==> src/rtl/ex_mem_reg.sv <==
// ex_mem_reg: EX/MEM pipeline boundary of the 32I core.
//
// Registers the selected execute result together with the write-back and
// memory controls, and holds it for MEM behind a valid/ready handshake.
// An accepted taken transfer (JAL, JALR, taken branch) produces a one-cycle
// registered redirect to IF. The following SQUASH_CYC cycles, counting the
// redirect cycle, are a squash window in which inputs are accepted and
// dropped. The transfer instruction itself still goes to MEM.
//
// Optional feature macro: EX_MEM_FWD_EN adds fwd_valid/fwd_rd/fwd_data for
// the EX operand forwarding mux. Loads are never forwarded.
//
// Ports:
//   clk, rst                   clock, synchronous active-high reset
//   in_valid / in_ready        EX-side handshake
//   in_pc, in_imm              PC and sign-extended immediate
//   in_alu0, in_shift, in_slt  execute ALU results
//   in_branch                  comparator taken flag
//   in_res_sel                 0 alu0, 1 shift, 2 slt, 3 pc+4
//   in_is_branch/jal/jalr      control-transfer class (one-hot or zero)
//   in_rd, in_reg_we, in_mem_re, in_mem_we, in_store_data
//   out_valid / out_ready      MEM-side handshake
//   out_pc, out_result, out_store_data, out_rd, out_reg_we,
//   out_mem_re, out_mem_we     registered entry
//   redirect, redirect_pc      one-cycle PC redirect to IF
//   flush_id                   squash IF/ID, equal to redirect
//   fwd_valid, fwd_rd, fwd_data  (EX_MEM_FWD_EN only)
module ex_mem_reg #(
    parameter int unsigned SQUASH_CYC = 2
) (
    input  logic        clk,
    input  logic        rst,
    input  logic        in_valid,
    output logic        in_ready,
    input  logic [31:0] in_pc,
    input  logic [31:0] in_imm,
    input  logic [31:0] in_alu0,
    input  logic [31:0] in_shift,
    input  logic        in_slt,
    input  logic        in_branch,
    input  logic [1:0]  in_res_sel,
    input  logic        in_is_branch,
    input  logic        in_is_jal,
    input  logic        in_is_jalr,
    input  logic [4:0]  in_rd,
    input  logic        in_reg_we,
    input  logic        in_mem_re,
    input  logic        in_mem_we,
    input  logic [31:0] in_store_data,
    output logic        out_valid,
    input  logic        out_ready,
    output logic [31:0] out_pc,
    output logic [31:0] out_result,
    output logic [31:0] out_store_data,
    output logic [4:0]  out_rd,
    output logic        out_reg_we,
    output logic        out_mem_re,
    output logic        out_mem_we,
`ifdef EX_MEM_FWD_EN
    output logic        fwd_valid,
    output logic [4:0]  fwd_rd,
    output logic [31:0] fwd_data,
`endif
    output logic        redirect,
    output logic [31:0] redirect_pc,
    output logic        flush_id
);

    localparam int unsigned CntW = 3;

    typedef enum logic {
        StRun,
        StSquash
    } state_t;

    state_t          state;
    logic [CntW-1:0] cnt;

    logic        accept;
    logic        load;
    logic        taken;
    logic [31:0] target;
    logic [31:0] pc_plus4;
    logic [31:0] result;

    // Squash window always accepts so wrong-path instructions drain out of ID.
    assign in_ready = (state == StSquash) | ~out_valid | out_ready;
    assign accept   = in_valid & in_ready;
    assign load     = accept & (state == StRun);
    assign taken    = in_is_jal | in_is_jalr | (in_is_branch & in_branch);
    assign target   = in_is_jalr ? (in_alu0 & 32'hFFFF_FFFE) : (in_pc + in_imm);
    assign pc_plus4 = in_pc + 32'd4;
    assign flush_id = redirect;

    always_comb begin
        result = in_alu0;
        unique case (in_res_sel)
            2'd0:    result = in_alu0;
            2'd1:    result = in_shift;
            2'd2:    result = {31'b0, in_slt};
            2'd3:    result = pc_plus4;
            default: result = in_alu0;
        endcase
    end

    always_ff @(posedge clk) begin
        if (rst) begin
            state          <= StRun;
            cnt            <= '0;
            redirect       <= 1'b0;
            redirect_pc    <= '0;
            out_valid      <= 1'b0;
            out_pc         <= '0;
            out_result     <= '0;
            out_store_data <= '0;
            out_rd         <= '0;
            out_reg_we     <= 1'b0;
            out_mem_re     <= 1'b0;
            out_mem_we     <= 1'b0;
        end else begin
            redirect <= 1'b0;
            unique case (state)
                StRun: begin
                    if (load && taken) begin
                        state       <= StSquash;
                        cnt         <= CntW'(SQUASH_CYC - 1);
                        redirect    <= 1'b1;
                        redirect_pc <= target;
                    end
                end
                StSquash: begin
                    // The cycle seen with cnt == 0 is the last dropped one.
                    if (cnt == '0) begin
                        state <= StRun;
                    end else begin
                        cnt <= cnt - CntW'(1);
                    end
                end
                default: state <= StRun;
            endcase

            if (load) begin
                out_valid      <= 1'b1;
                out_pc         <= in_pc;
                out_result     <= result;
                out_store_data <= in_store_data;
                out_rd         <= in_rd;
                out_reg_we     <= in_reg_we;
                out_mem_re     <= in_mem_re;
                out_mem_we     <= in_mem_we;
            end else if (out_ready) begin
                out_valid <= 1'b0;
            end
        end
    end

`ifdef EX_MEM_FWD_EN
    assign fwd_valid = out_valid & out_reg_we & (out_rd != 5'd0) & ~out_mem_re;
    assign fwd_rd    = out_rd;
    assign fwd_data  = out_result;
`endif

endmodule

==> config.mk <==
export PLATFORM = sky130hd
export DESIGN_NAME = ex_mem_reg
export DESIGN_NICKNAME = d
export VERILOG_FILES = /design/src/rtl/ex_mem_reg.sv
export SDC_FILE = /design/constraint.sdc
export NUM_CORES = 1
export LEC_CHECK = 0
export CELL_PAD_IN_SITES_DETAIL_PLACEMENT = 0
export CELL_PAD_IN_SITES_GLOBAL_PLACEMENT = 1
export CORE_MARGIN = 3
export CORE_UTILIZATION = 31
export CTS_CLUSTER_SIZE = 14
export DETAILED_ROUTE_END_ITERATION = 8
export PLACE_DENSITY = 0.85
export SYNTH_ARGS = -nofsm -noshare
export SYNTH_HDL_FRONTEND = slang
export SYNTH_SLANG_ARGS = --single-unit
==> constraint.sdc <==
create_clock -name clk -period 3.5 [get_ports clk]
set_input_delay 0.7 -clock clk [delete_from_list [all_inputs] [get_ports clk]]
set_output_delay 0.7 -clock clk [all_outputs]
set_load 0.05 [all_outputs]
# Yosys cells after proc, flatten, opt, wreduce, memory -nomap -nowiden
# Index checks and enable logic that the tools add are counted.
# totals
ff_bits	142
# op_classes
addsub	3
eq_ne	5
mux	10
bitwise_logic	9
reduce_logical	7
# ops
operator	n
32-bit case mux with 4 select lines	1
32-bit by 3-bit adder with 32-bit output, second input constant	1
32-bit adder	1
32-bit two-way mux	1
3-bit two-way mux	2
3-bit case mux with 2 select lines	1
2-bit == test, second input constant	2
1-bit two-way mux	4
1-bit OR	4
2-bit AND reduction	2
1-bit AND	3
3-bit logical NOT	1
3-bit by 1-bit subtractor with 3-bit output, second input constant	1
2-bit by 1-bit == test with 1-bit output, second input constant	1
2-bit logical NOT	1
2-bit by 1-bit != test with 1-bit output, second input constant	1
2-bit != test, second input constant	1
1-bit inverter	2
1-bit case mux with 2 select lines	1
2-bit nonzero test	1
2-bit OR reduction	1
1-bit logical AND	1

# Longest topological paths before layout
# logic_depth
ltp_word	8
depth_mapped	10
mapped_depth_nobuf	9

# Worst setup path after synthesis
# Ideal clock, no wire load.
# synth_path
path_type	input to register
from	input in_pc[0]
to	register redirect_pc[22]
setup_time_ns	0.134
arrival_ns	2.528
t_required_ns	3.366
slack_ns	0.838
path_stages	9
n_path_buf	0
path_cell_list	ha_1 > fa_1 > a21oi_1 > o211ai_1 > a21oi_1 > a31oi_1 > a31oi_1 > xnor2_1 > o22ai_1
# synth_between
elab_chain_cells	2
# synth_rtl
item	line_no	source
from (decl)	35	input logic [31:0] in_pc,
32-bit adder	91	assign target = in_is_jalr ? (in_alu0 & 32'hFFFF_FFFE) : (in_pc + in_imm);
32-bit two-way mux	91	
to (signal assigned)	128	redirect_pc <= target;
to (decl)	65	output logic [31:0] redirect_pc,
# No other way between the ends.
# A chain may end at the register's enable or synchronous reset.

# Worst setup path after layout
# layout_path
from	input out_ready
to	output in_ready
# layout_between
elab_chain_cells	1
# layout_rtl
item	line_no	source
from (decl)	51	input logic out_ready,
1-bit OR	87	assign in_ready = (state == StSquash) | ~out_valid | out_ready;
to (decl)	34	output logic in_ready,
# No other way between the ends.

==> flow_summary.toml <==
[synth]
synth-edff-count = 0
synth_flop_cell = "dfxtp_1"
yosysWarningCount = 0
yosys.area_share.adder = 0.05552
synth_top_family_by_area = "compound AO/OA/AOI/OAI gates"
synth_top_area_frac = 0.3543
synth_seq_area_share = 0.3543
ys_top_cells_by_area = "dfxtp_1 (35%), nand2_1 (9.4%), a21oi_1 (8.9%)"
synth_cell_types = 60
synth_top_area_cell = "dfxtp_1"
netlist_instances = 1039
synth_area_per_cell_um2 = 7.722
yosysMostFrequentCell = "nand2_1"
yosys-top-cells-count = "nand2_1 (201), a21oi_1 (143), dfxtp_1 (142)"
synth_xor_area_frac = 0.06223
synth_compound_area_frac = 0.2349
synth_nets = 1253
synthesis.area_um2 = 8023
ys_ff_latch = 142
synth-simple-area-share = 0.2035
async_flop_share = 0
synthMuxAreaShare = 0.04398

[clock_network]
cts_resized = 0
clkTransAtPathRegs_ps = 60
cts_buffers = 17
cts.sinks = 142
cts_hold_buffers = 0
clk-insertion-delay-late_ps = 430
htree_levels = 4
tritoncts = "yes"
cts_root_buf = "clkbuf_16"
post_cts_buffers = 0
clockBufferDepth = 2

[place]
portBuffers = 318
gp_congestion = 1.010
dp_hpwl_mm = 26.75
dp.cells = 1658

[setup_path]
worstSetupPathType = "input pin to output port"
worst_setup_path_end_kind = "output port"
cp.required_ps = 2800
critical_path.max_fanout = 4
slowest_delay_ps = 700
critical_path.startpoint_type = "input pin"
crit_path_top_delay_cell = "clkdlybuf4s50_1"
crit_chain = "clkdlybuf4s50_1, nand2b_1, or2_2, clkdlybuf4s50_1"
cp.arrival_ps = 2300
cpMostUsedCell = "clkdlybuf4s50_1"

[route]
drtAntennaViolNets = 0
drt-total-wl_mm = 34.12
avgViaCountPerCell = 5.286
drc = 0
dr.pass1.iters = 5
drtIter0Drc = 724
wl_per_cell_um = 20.19
vias = 8934

[timing]
drv_slew = 0
fin_tns_setup_ps = 0
grt_setup_unrepaired = "false"
hold_viol = 0
period_share = 0.8578
fin_skew_ps = 14.94
fin_crit_ps = 3002
fmax_ghz = 0.3331
setup_viol_count_final = 0
worst_pin_slew_ps = 824.8
slew_headroom = 0.4501

[global_route]
grt_pass1_wl_mm = 51.54
grt_usage = 0.2373
grt_pass1_vias = 8621
overflow = 0
antenna_found_initial = 1
top_usage_layer = "met2"
grtUsageMet1 = 0.2913
met2_usage = 0.4088
grt_util_met3 = 0.05744
grt_start_max_net_pins = 111

[pwr]
p_clk_frac = 0.327
intPower_mw = 3.477
p_comb_frac = 0.340
seqPwrFrac = 0.333
power_mw = 5.479
p_leak_nw = 4.669
p_sw_frac = 0.3653
cellPowerDensity_nw_per_um2 = 446.3
peakVddDrop_mv = 0.2814
switchingPower_mw = 2.001

[die]
die_h_um = 166.9
io_pins = 319
core_um2 = 25330
die-area_um2 = 27850
die_width_um = 166.9
start_util = 0.3168
rows = 58

[finish]
syn2layout_area_growth_pct = 53.01
nets = 1561
layout-drive-gt1-share = 0.07647
diodes = 0
instances_no_fill = 1690

[outcome]
outcome = "complete, no violations"

[job]
maxCapViolCount = 0

[hold_path]
hold_class = "flop to flop"
## registers in the layout, summed over array words and instances, names as in the netlist
register and cells:
state 1, out_reg_we 1, flush_id 1, out_store_data 32
redirect_pc 32, cnt 3, out_result 32, out_pc 32
out_mem_we 1, out_rd 5, out_mem_re 1, out_valid 1
## placed cells by master (no fill, tap or decap), drive strengths merged, types with 2 or more instances in the layout
cell type | netlist | routed
o311ai | 2 | 2
clkdlybuf4s50 | 0 | 316
and2 | 7 | 7
and4 | 2 | 2
dfxtp | 142 | 142
a221oi | 2 | 2
nand2b | 4 | 4
nor3 | 8 | 8
buf | 14 | 52
and3 | 21 | 21
o22ai | 10 | 10
nand2 | 201 | 201
a31oi | 11 | 11
o21bai | 6 | 6
or2 | 7 | 7
clkinv | 0 | 6
o31ai | 2 | 2
a311oi | 6 | 6
ha | 34 | 34
mux2i | 33 | 33
nand4 | 16 | 16
o21a | 4 | 4
a21o | 5 | 5
nor2b | 3 | 3
xor2 | 35 | 35
nand3 | 28 | 28
clkbuf | 65 | 19
a2111oi | 3 | 3
o211ai | 6 | 6
xnor2 | 22 | 22
nor2 | 67 | 67
inv | 13 | 17
a211oi | 4 | 4
o221ai | 32 | 32
a21oi | 147 | 147
clkinvlp | 0 | 2
o21ai | 60 | 60
or3 | 6 | 6
## stage by stage
stage	worst slack (ps)	hold slack, ps	area, µm²	util
floorplan	838.0	464.1	8023	-
global placement	130.1	440.1	11700	0.4620
detailed placement	102.5	446.5	11700	0.4620
CTS	489.8	455.4	12280	0.4847
global route	314.1	470.1	12280	0.4847
finish	497.6	453.3	12280	0.4847
## area by class of cell
cell class	count	area (µm²)
multi-input cells	805	4833
clock inverters	13	131.4
flip-flops and latches	142	2843
clock buffers	19	442.9
repair buffers	368	3563
fillers	2471	13050
inverters	13	48.80
well taps	330	412.9
## layer usage
layer  part of all wire  up-vias  wire [µm]
li1                   -     4308          -
met3              0.073       44       2487
met4              0.026        2        894
met2               0.49      372      16700
met5            0.00038        -         13
met1               0.41     4208      14030
## logic make-up (layout without fill, tap and decap cells)
| kind of cell | Yosys count | count (layout) |
|---|---|---|
| AOI/OAI and AO/OA | 307 | 307 |
| xor gates and xnor gates | 57 | 57 |
| adders and majority gates | 35 | 35 |
| buffers and inverters | 92 | 413 |
| DFF | 142 | 142 |
| muxes | 34 | 34 |
| and+or+nand+nor | 372 | 372 |
## power groups by stage
stage	registers, mW	clock network, mW	logic [mW]
final	1.82	1.79	1.86
after global routing	1.84	1.91	1.98
after CTS	1.82	1.84	1.87
after detailed placement	1.86	0	1.86
after global placement	1.85	0	1.86
after floorplan	2.29	0	0.656
## path summary, 6_finish.rpt
check                                from                 end  slack [ps]  cells after the start
worst max-delay path            out_ready            in_ready         500                      4
worst min-delay path            out_pc[5]           out_pc[5]         450                      2
worst max register to register      state  out_store_data[23]        1430                      6
worst min register to register  out_pc[5]           out_pc[5]         450                      2
## worst max-delay path, delay by kind of cell
kind / cells / cell delay, ps
buffers and inverters: 2 / 1090
AND/OR/NAND/NOR: 2 / 510
(Power assumes the default switching activity.)
